$ cat src/rtl/grey_code_counter_pkg.sv
// ============================================================================
// Module   : grey_code_counter_pkg
// Purpose  : Width-generic Gray/binary conversion helpers and width limit.
// Revision : 1.0 - initial release
// ============================================================================
`default_nettype none

package grey_code_counter_pkg;

  localparam int c_MAX_WIDTH = 32;

  // Callers zero-extend to c_MAX_WIDTH and truncate the result back.
  function automatic logic [c_MAX_WIDTH-1:0] f_bin2grey(input logic [c_MAX_WIDTH-1:0] b);
    return b ^ (b >> 1);
  endfunction

  function automatic logic [c_MAX_WIDTH-1:0] f_grey2bin(input logic [c_MAX_WIDTH-1:0] g);
    logic [c_MAX_WIDTH-1:0] b;
    b[c_MAX_WIDTH-1] = g[c_MAX_WIDTH-1];
    for (int i = c_MAX_WIDTH - 2; i >= 0; i--) begin
      b[i] = b[i+1] ^ g[i];
    end
    return b;
  endfunction

endpackage

`default_nettype wire

$ cat src/rtl/grey_code_counter_if.sv
// ============================================================================
// Module   : grey_code_counter_if
// Purpose  : Control and count bundle of the Gray-code counter.
// Revision : 1.0 - initial release
// ============================================================================
`default_nettype none

interface grey_code_counter_if #(
  parameter int WIDTH = 6
);
  logic             en;
  logic             up;
  logic             load;
  logic [WIDTH-1:0] load_grey;
  logic [WIDTH-1:0] grey;
  logic [WIDTH-1:0] bin;
  logic [WIDTH-1:0] grey_next;
  logic             wrap;

  modport master (
    output en, up, load, load_grey,
    input  grey, bin, grey_next, wrap
  );

  modport slave (
    input  en, up, load, load_grey,
    output grey, bin, grey_next, wrap
  );
endinterface

`default_nettype wire

$ cat src/rtl/grey_code_counter_grey2bin_conv.sv
// ============================================================================
// Module   : grey2bin_conv
// Purpose  : Combinational Gray-to-binary prefix-XOR, MSB downwards.
// Revision : 1.0 - initial release
// ============================================================================
`default_nettype none

module grey2bin_conv #(
  parameter int WIDTH = 6
) (
  input  wire logic [WIDTH-1:0] i_grey,
  output logic      [WIDTH-1:0] o_bin
);

  // Each binary bit is the XOR of all Gray bits at or above it.
  for (genvar i = 0; i < WIDTH; i++) begin : g_bit
    assign o_bin[i] = ^i_grey[WIDTH-1:i];
  end

endmodule

`default_nettype wire

$ cat src/rtl/grey_code_counter.sv
// ============================================================================
// Module   : grey_code_counter
// Purpose  : Up/down loadable Gray counter with registered lookahead and wrap.
//            GREY_CODE_COUNTER_SATURATE_EN turns modulo wrap into saturation.
// Revision : 1.0 - initial release
// ============================================================================
`default_nettype none

module grey_code_counter
  import grey_code_counter_pkg::*;
#(
  parameter int WIDTH = 6,
  parameter int INIT  = 0
) (
  input wire logic           clk,
  input wire logic           rst,
  grey_code_counter_if.slave bus
);

  localparam logic [WIDTH-1:0] c_INIT = WIDTH'(INIT);
  localparam logic [WIDTH-1:0] c_MAX  = {WIDTH{1'b1}};

  logic [WIDTH-1:0] r_bin;
  logic [WIDTH-1:0] r_grey;
  logic [WIDTH-1:0] r_next;
  logic             r_last_up;
  logic             r_wrap;

  logic [WIDTH-1:0] w_load_bin;
  logic [WIDTH-1:0] w_new_bin;
  logic             w_dir;
  logic             w_wrap;

  grey2bin_conv #(
    .WIDTH (WIDTH)
  ) u_load_conv (
    .i_grey (bus.load_grey),
    .o_bin  (w_load_bin)
  );

  function automatic logic [WIDTH-1:0] f_to_grey(input logic [WIDTH-1:0] b);
    return WIDTH'(f_bin2grey(c_MAX_WIDTH'(b)));
  endfunction

  function automatic logic f_at_limit(input logic [WIDTH-1:0] b, input logic dir);
    return dir ? (b == c_MAX) : (b == '0);
  endfunction

  function automatic logic [WIDTH-1:0] f_step(input logic [WIDTH-1:0] b, input logic dir);
`ifdef GREY_CODE_COUNTER_SATURATE_EN
    if (f_at_limit(b, dir)) begin
      return b;
    end
`endif
    return dir ? b + 1'b1 : b - 1'b1;
  endfunction

  always_comb begin
    w_new_bin = r_bin;
    w_dir     = r_last_up;
    w_wrap    = 1'b0;
    if (bus.load) begin
      w_new_bin = w_load_bin;
      w_dir     = bus.up;
    end else if (bus.en) begin
      w_new_bin = f_step(r_bin, bus.up);
      w_dir     = bus.up;
      w_wrap    = f_at_limit(r_bin, bus.up);
    end
  end

  // Lookahead is computed from the post-update value so a reversal never bubbles.
  always_ff @(posedge clk) begin
    if (rst) begin
      r_bin     <= c_INIT;
      r_grey    <= f_to_grey(c_INIT);
      r_next    <= f_to_grey(f_step(c_INIT, 1'b1));
      r_last_up <= 1'b1;
      r_wrap    <= 1'b0;
    end else begin
      r_bin     <= w_new_bin;
      r_grey    <= f_to_grey(w_new_bin);
      r_next    <= f_to_grey(f_step(w_new_bin, w_dir));
      r_last_up <= w_dir;
      r_wrap    <= w_wrap;
    end
  end

  assign bus.bin       = r_bin;
  assign bus.grey      = r_grey;
  assign bus.grey_next = r_next;
  assign bus.wrap      = r_wrap;

endmodule

`default_nettype wire
$ cat src/flat_wrapper.sv
// flat-port wrapper written by rule: the top's interface ports become plain ports
module grey_code_counter_flat import grey_code_counter_pkg::*;
#(
  parameter int WIDTH = 6,
  parameter int INIT  = 0
)
  (clk, rst, bus_en, bus_up, bus_load, bus_load_grey, bus_grey, bus_bin, bus_grey_next, bus_wrap);
  grey_code_counter_if #(.WIDTH(WIDTH)) bus_i ();
  input wire logic clk;
  input wire logic rst;
  input wire logic [$bits(bus_i.en)-1:0] bus_en;
  input wire logic [$bits(bus_i.up)-1:0] bus_up;
  input wire logic [$bits(bus_i.load)-1:0] bus_load;
  input wire logic [$bits(bus_i.load_grey)-1:0] bus_load_grey;
  output wire logic [$bits(bus_i.grey)-1:0] bus_grey;
  output wire logic [$bits(bus_i.bin)-1:0] bus_bin;
  output wire logic [$bits(bus_i.grey_next)-1:0] bus_grey_next;
  output wire logic [$bits(bus_i.wrap)-1:0] bus_wrap;
  assign bus_i.en = bus_en;
  assign bus_i.up = bus_up;
  assign bus_i.load = bus_load;
  assign bus_i.load_grey = bus_load_grey;
  assign bus_grey = bus_i.grey;
  assign bus_bin = bus_i.bin;
  assign bus_grey_next = bus_i.grey_next;
  assign bus_wrap = bus_i.wrap;
  grey_code_counter #(.WIDTH(WIDTH), .INIT(INIT)) u_core (.clk(clk), .rst(rst), .bus(bus_i));
endmodule
$ cat config.mk
export PLATFORM = sky130hd
export DESIGN_NAME = grey_code_counter_flat
export DESIGN_NICKNAME = d
export VERILOG_FILES = /design/src/rtl/grey_code_counter_pkg.sv /design/src/rtl/grey_code_counter_if.sv /design/src/rtl/grey_code_counter_grey2bin_conv.sv /design/src/rtl/grey_code_counter.sv /design/src/flat_wrapper.sv
export SDC_FILE = /design/constraint.sdc
export NUM_CORES = 1
export LEC_CHECK = 0
export ABC_AREA = 1
export BUFFER_PORTS_ARGS = -buffer_cell sky130_fd_sc_hd__buf_2
export CORE_UTILIZATION = 25
export DETAILED_ROUTE_END_ITERATION = 10
export REMOVE_ABC_BUFFERS = 1
export SKIP_CTS_REPAIR_TIMING = 1
export SYNTH_ARGS = -nofsm -noshare
export SYNTH_HDL_FRONTEND = slang
export SYNTH_SLANG_ARGS = --single-unit
export TNS_END_PERCENT = 1
$ cat constraint.sdc
create_clock -name clk -period 3.5 [get_ports clk]
set_input_delay 0 -clock clk [delete_from_list [all_inputs] [get_ports clk]]
set_output_delay 0 -clock clk [all_outputs]
set_load 0.1 [all_outputs]
## Word-level counts from Yosys, hierarchy flattened

Index checks and enable logic that the tools add are counted.

| storage, ports and cells | value |
|---|---|
| bits of input ports | 11 |
| RAM bits | 0 |
| memories | 0 |
| bits in registers | 20 |
| output and inout bits | 19 |
| bits in latches | 0 |
| bits in read-only memories | 0 |
| logic and storage cells | 27 |

| cells by class | value |
|---|---|
| $lt $le $gt $ge | 0 |
| reductions and logical operators | 7 |
| bitwise gates (word level) | 3 |
| shift-type cells | 0 |
| add/subtract/negate cells | 4 |
| div/mod/pow operators | 0 |
| eq/ne operators | 1 |
| $mul | 0 |
| mux-type cells | 7 |

Operators by type and width:

| operator | count |
|---|---|
| 2-to-1 mux 6 bit | 4 |
| adder 6 x 1 -> 6 bit, second input constant | 2 |
| subtractor 6 x 1 -> 6 bit, second input constant | 2 |
| bitwise XOR 6 x 5 -> 6 bit | 2 |
| equality test 6 bit, second input constant | 1 |
| zero test 6 bit | 1 |
| XOR reduction 6 bit | 1 |
| XOR reduction 5 bit | 1 |
| XOR reduction 4 bit | 1 |
| 2-to-1 mux 1 bit | 3 |
| OR reduction 3 bit | 1 |
| XOR reduction 3 bit | 1 |
| XOR reduction 2 bit | 1 |
| NOT 1 bit | 1 |

## Logic depth before layout (Yosys ltp)

| depth | value |
|---|---|
| depth after elaboration | 7 |
| depth in mapped cells | 19 |

## By module

From an unflattened synthesis, not the netlist that was laid out.

| unflattened totals | value |
|---|---|
| cells, all modules | 207 |
| area total of the unflattened synthesis | 1358.8 um^2 |

By module, submodules not included:

| module | seq. area each (um^2) | instances | area each (um^2) | cells each |
|---|---|---|---|---|
| grey_code_counter | 380.4 | 1 | 1166.1 | 162 |
| grey2bin_conv | 0.0 | 1 | 192.7 | 45 |

## Least setup slack after synthesis

Ideal clock, no wire load.

| path | value |
|---|---|
| path kind | reg-to-reg |
| start | register u_core.r_bin[0] (netlist: u_core.bus.bin[0]) |
| end | register u_core.r_next[4] (netlist: u_core.bus.grey_next[4]) |
| data required time | 3.385 ns |
| period minus slack after synthesis | 3.571 ns |
| setup slack | -0.071 ns |
| stages on the path, launching flop included | 16 |
| arrival time | 3.456 ns |
| cell sequence | dfxtp_1 -> inv_1 -> fa_1 -> xor2_1 -> nor2_1 -> nor3_1 -> inv_1 -> ha_1 -> a21oi_1 -> nor3_1 -> a211oi_1 -> nand2_1 -> inv_1 -> nand2_2 -> a21oi_1 -> nor2_1 |

| on the way | value |
|---|---|
| longest elaborated chain between the ends | 7 |
| elaborated cells between the ends (all ways) | 9 |

Ends and longest elaborated chain:

| item | RTL line | source |
|---|---|---|
| start, declared | grey_code_counter.sv:23 | `logic [WIDTH-1:0] r_bin;` |
| start signal, assigned | grey_code_counter.sv:75 | `r_bin <= c_INIT;` |
| start signal, assigned | grey_code_counter.sv:81 | `r_bin <= w_new_bin;` |
| subtractor 6 x 1 -> 6 bit or adder 6 x 1 -> 6 bit (tied branches) | grey_code_counter.sv:55 | `return dir ? b + 1'b1 : b - 1'b1;` |
| 2-to-1 mux 6 bit (*) | grey_code_counter.sv:55 |  |
| 2-to-1 mux 6 bit (*) | grey_code_counter.sv:65 | `end else if (bus.en) begin` |
| 2-to-1 mux 6 bit (*) | grey_code_counter.sv:62 | `if (bus.load) begin` |
| via u_core.w_new_bin[2] | grey_code_counter.sv:30 | `logic [WIDTH-1:0] w_new_bin;` |
| subtractor 6 x 1 -> 6 bit or adder 6 x 1 -> 6 bit (tied branches) | grey_code_counter.sv:55 |  |
| 2-to-1 mux 6 bit (*) | grey_code_counter.sv:55 |  |
| bitwise XOR 6 x 5 -> 6 bit (*) | grey_code_counter_pkg.sv:14 | `return b ^ (b >> 1);` |
| end signal, assigned | grey_code_counter.sv:77 | `r_next <= f_to_grey(f_step(c_INIT, 1'b1));` |
| end signal, assigned | grey_code_counter.sv:83 | `r_next <= f_to_grey(f_step(w_new_bin, w_dir));` |
| end, declared | grey_code_counter.sv:25 | `logic [WIDTH-1:0] r_next;` |

The timed path passes the listed nets; every way through them passes the cells marked *.
A chain may end at the register's enable or synchronous reset.

## Worst setup path after layout

Ends and elaborated chain as after synthesis.

==> metrics.md <==
| Metric | Value |
|---|---|
| Outcome | complete, no violations |
| Effective utilization at floorplan | a little over a quarter |
| Fin crit period | 3050 ps |
| Critical Path Fanout Max | 5 |
| Final setup vio count | 0 |
| Commonest non-fill, non-tap cell in the layout | nand2_1 |
| Longest Clk Path Bufs | 2 |
| P_leak | 0.863 nW |
| Largest net degree at the start of global routing | 12 |
| Vias post-DR | between 1,000 and 1,500 |
| Slowest Stage Delay on Critical Path | around 480 ps |
| I/O Pins | 30 |
| Synth cell types | 32 |
| Die Y | roughly 76 um |
| CP Launch Type | flip-flop |
| Grt total ovfl | 0 |
| Die X-Extent | 75.6 um |
| RSZ-0062 raised after global routing | false |
| Fillers | 570 |
| Skew final | slightly above 2 ps |
| HPWL after detailed placement | 2.32 mm |
| GRT Util Overall | between 10% and 20% |
| Worst r2r src | u_core.bus.bin[0]$_SDFF_PP0_ |
| Max-slew headroom | between 60% and 70% |
| Final core occ | between 30% and 40% |
| Synthesized area | ~1400 um^2 |
| DRT iter0 DRCs | 40 |
| TritonCTS sink count | 19 |
| Number of synthesized register bits | 19 |
| Final WL | about 2.8 mm |
| DRC viols | 0 |
| # nets final | 246 |
| Share of the clock period used by the worst path | between 80 and 90% |
| Hold Path Class | primary input to flip-flop |
| P per Cell Area | roughly 650 nW/um^2 |
| Initial antenna violation count | 0 |
| Clock transition at path regs | around 70 ps |
| Required time of the critical path | around 3700 ps |
| Reg area | 380 um^2 |
| H-Tree Depth | 1 |
| Die area | about 5700 um^2 |
| CP max stage cell | fa_1 |
| Hold depth | 2 |
| Core area | about 5200 um^2 |
| Max Slew Vio Count | 0 |
| CP Data Arrival Time | ~3200 ps |
| Root Buffer | clkbuf_8 |
| Placement Rows | 26 |
| Syn Inst Count | 194 |
| Cells along the critical path | inv_1 -> fa_1 -> xor2_1 -> nor2_1 -> nor3_1 -> inv_1 -> ha_1 -> a21oi_1 -> nor3_1 -> a211oi_1 -> nand2_1 -> inv_1 -> nand2_2 -> a21oi_1 -> nor2_1 |
| WS Path Type | flip-flop to flip-flop |
| Register area share after synthesis | 28.1% |
| Final Hold Vio Count | 0 |
| Worst Slack Setup Final | 450 ps |
| Cts bufs inserted | 3 |
| Reg-to-Reg End | u_core.bus.grey_next[4]$_SDFF_PP0_ |
| Final GP Congestion | 0.844 |
| PortBufs | 29 |
| DR WL/cell | around 9.7 um |
| Top-area cell type share of the netlist area | between 20% and 30% |
| Multi-input gate area | about 810 um^2 |
| Flop2flop setup slack | around 450 ps |
| Max-cap violations | 0 |
| Clk Latency, worst-skew pair | approximately 250 ps |
| Worst hold margin | 84.1 ps |
| Routed Antenna Nets | 0 |
| Commonest cells after routing, fill and taps aside | nand2_1, inv_1, buf_2, dfxtp_1, nor2_1 |
| Area leader, netlist | dfxtp_1 |
| Hold Path Origin | rst |
| Via density | roughly 4.2 |
| Top cell by count, worst path | inv_1 |
| R2R depth | 15 |
| Worst vdd ir | 0.281 mV |
| Yosys warns | 0 |
| Hold path endpoint | u_core.bus.grey_next[1]$_SDFF_PP0_ |
| Max Fclk | between 0.3 and 0.4 GHz |
| Syn avg cell area | roughly 7.0 um^2 |
| Measured slew at the worst slew-check pin | a little under 500 ps |
| Setup WS pre-CTS | approximately 480 ps |
| Drt first pass iters | 4 |
| CTS tree | done |
| Antenna Cells | 0 |
| Global-route wire length before repair | 4.69 mm |
| Share of cells above drive strength 1 | 18.8% |
| Total power | between 1 and 1.5 mW |
| Synth top area cells | dfxtp_1, nand2_1, inv_1, ha_1, xor2_1 |
| Worst Setup End Kind | flip-flop |
| P&R area growth vs syn | 18.6% |
| Vias in the first global route | ~1,100 |
-- how the worst max path moves through the flow --
| stage | slack [ps] | cells past startpoint | end | startpoint |
|---|---|---|---|---|
| after floorplan | -70 | 15 | u_core.bus.grey_next[4]$_SDFF_PP0_ | u_core.bus.bin[0]$_SDFF_PP0_ |
| after global placement | 610 | 15 | u_core.bus.grey_next[4]$_SDFF_PP0_ | u_core.bus.bin[0]$_SDFF_PP0_ |
| after detailed placement | 480 | 15 | u_core.bus.grey_next[4]$_SDFF_PP0_ | u_core.bus.bin[0]$_SDFF_PP0_ |
| after CTS | 440 | 15 | u_core.bus.grey_next[4]$_SDFF_PP0_ | u_core.bus.bin[0]$_SDFF_PP0_ |
| after global routing | 110 | 15 | u_core.bus.grey_next[4]$_SDFF_PP0_ | u_core.bus.bin[0]$_SDFF_PP0_ |
| final | 450 | 15 | u_core.bus.grey_next[4]$_SDFF_PP0_ | u_core.bus.bin[0]$_SDFF_PP0_ |
-- synth_stat cells --
cell,instances
o21ai_1,1
nor3_1,4
ha_1,8
a22oi_1,2
inv_2,2
inv_1,32
nand3_2,2
fa_1,2
nor4_1,1
inv_4,1
nand3_1,13
nor2_1,15
o21ai_0,4
o21a_1,1
dfxtp_1,19
clkbuf_4,1
buf_6,1
nor2_4,2
nand2_2,1
a21oi_1,13
o21ai_2,1
nand4_1,3
or2_1,2
xor2_1,9
buf_4,1
o22a_1,1
a21boi_0,1
o2bb2ai_1,1
a211oi_1,3
nand2_1,45
xnor2_1,1
nor2_8,1
-- routing by layer --
| layer | track usage (%) | vias up | share of wire [%] |
|---|---|---|---|
| li1 | - | 680 | - |
| met1 | 14.6 | 536 | 51 |
| met2 | 18.0 | 21 | 45 |
| met3 | 1.98 | 2 | 4.1 |
| met4 | 3.70 | 0 | 0.60 |
| met5 | 0 | - | 0 |
-- state kept, by name, indices dropped and copies added (netlist names) --
signal and cells:
u_core.bus.wrap 1, u_core.bus.grey 6, u_core.r_last_up 1, u_core.bus.bin 5, u_core.bus.grey_next 6
-- cells by family (layout without fill, tap and decap cells) --
logic type,after synthesis,after routing,share of synthesized area [%]
AND/OR/NAND/NOR,89,89,30.8
buffers and inverters,38,68,11.8
AO/OA/AOI/OAI,28,28,12.5
flip-flops,19,19,28.1
adder cells (fa/ha/maj),10,10,10.4
XOR/XNOR,10,10,6.47
-- worst max-delay path: cells and delay by family, from the launching register on --
family | cells | cell delay [ps]
simple gates | 6 | 660
buf+inv | 3 | 290
fa+ha+maj | 2 | 830
flops | 1 | 370
xor+xnor | 1 | 190
compound gates | 3 | 600
-- final cells by class --
type / count / share of cell area, %
well taps: 70 / 5.46
clock buffers: 4 / 2.81
multi-input cells: 137 / 50.7
inverters: 35 / 8.34
flip-flops and latches: 19 / 23.7
repair buffers: 29 / 9.04
-- stage by stage --
stage / cell area, um^2 / setup TNS (ps) / instances
final: 1610 / 0 / 294
after detailed placement: 1560 / 0 / 290
after global placement: 1560 / 0 / 290
after floorplan: 1330 / -71.2 / 191
after CTS: 1610 / 0 / 294
after global routing: 1610 / 0 / 294
-- power breakdown --
group          leakage [nW]  internal (mW)  switching, mW  total (mW)
Combinational         0.681          0.126          0.489       0.616
Sequential            0.158          0.259         0.0169       0.276
Clock                0.0228         0.0809         0.0719       0.153
Total                 0.863          0.466          0.578        1.04
Power figures use the tool's default switching activity.
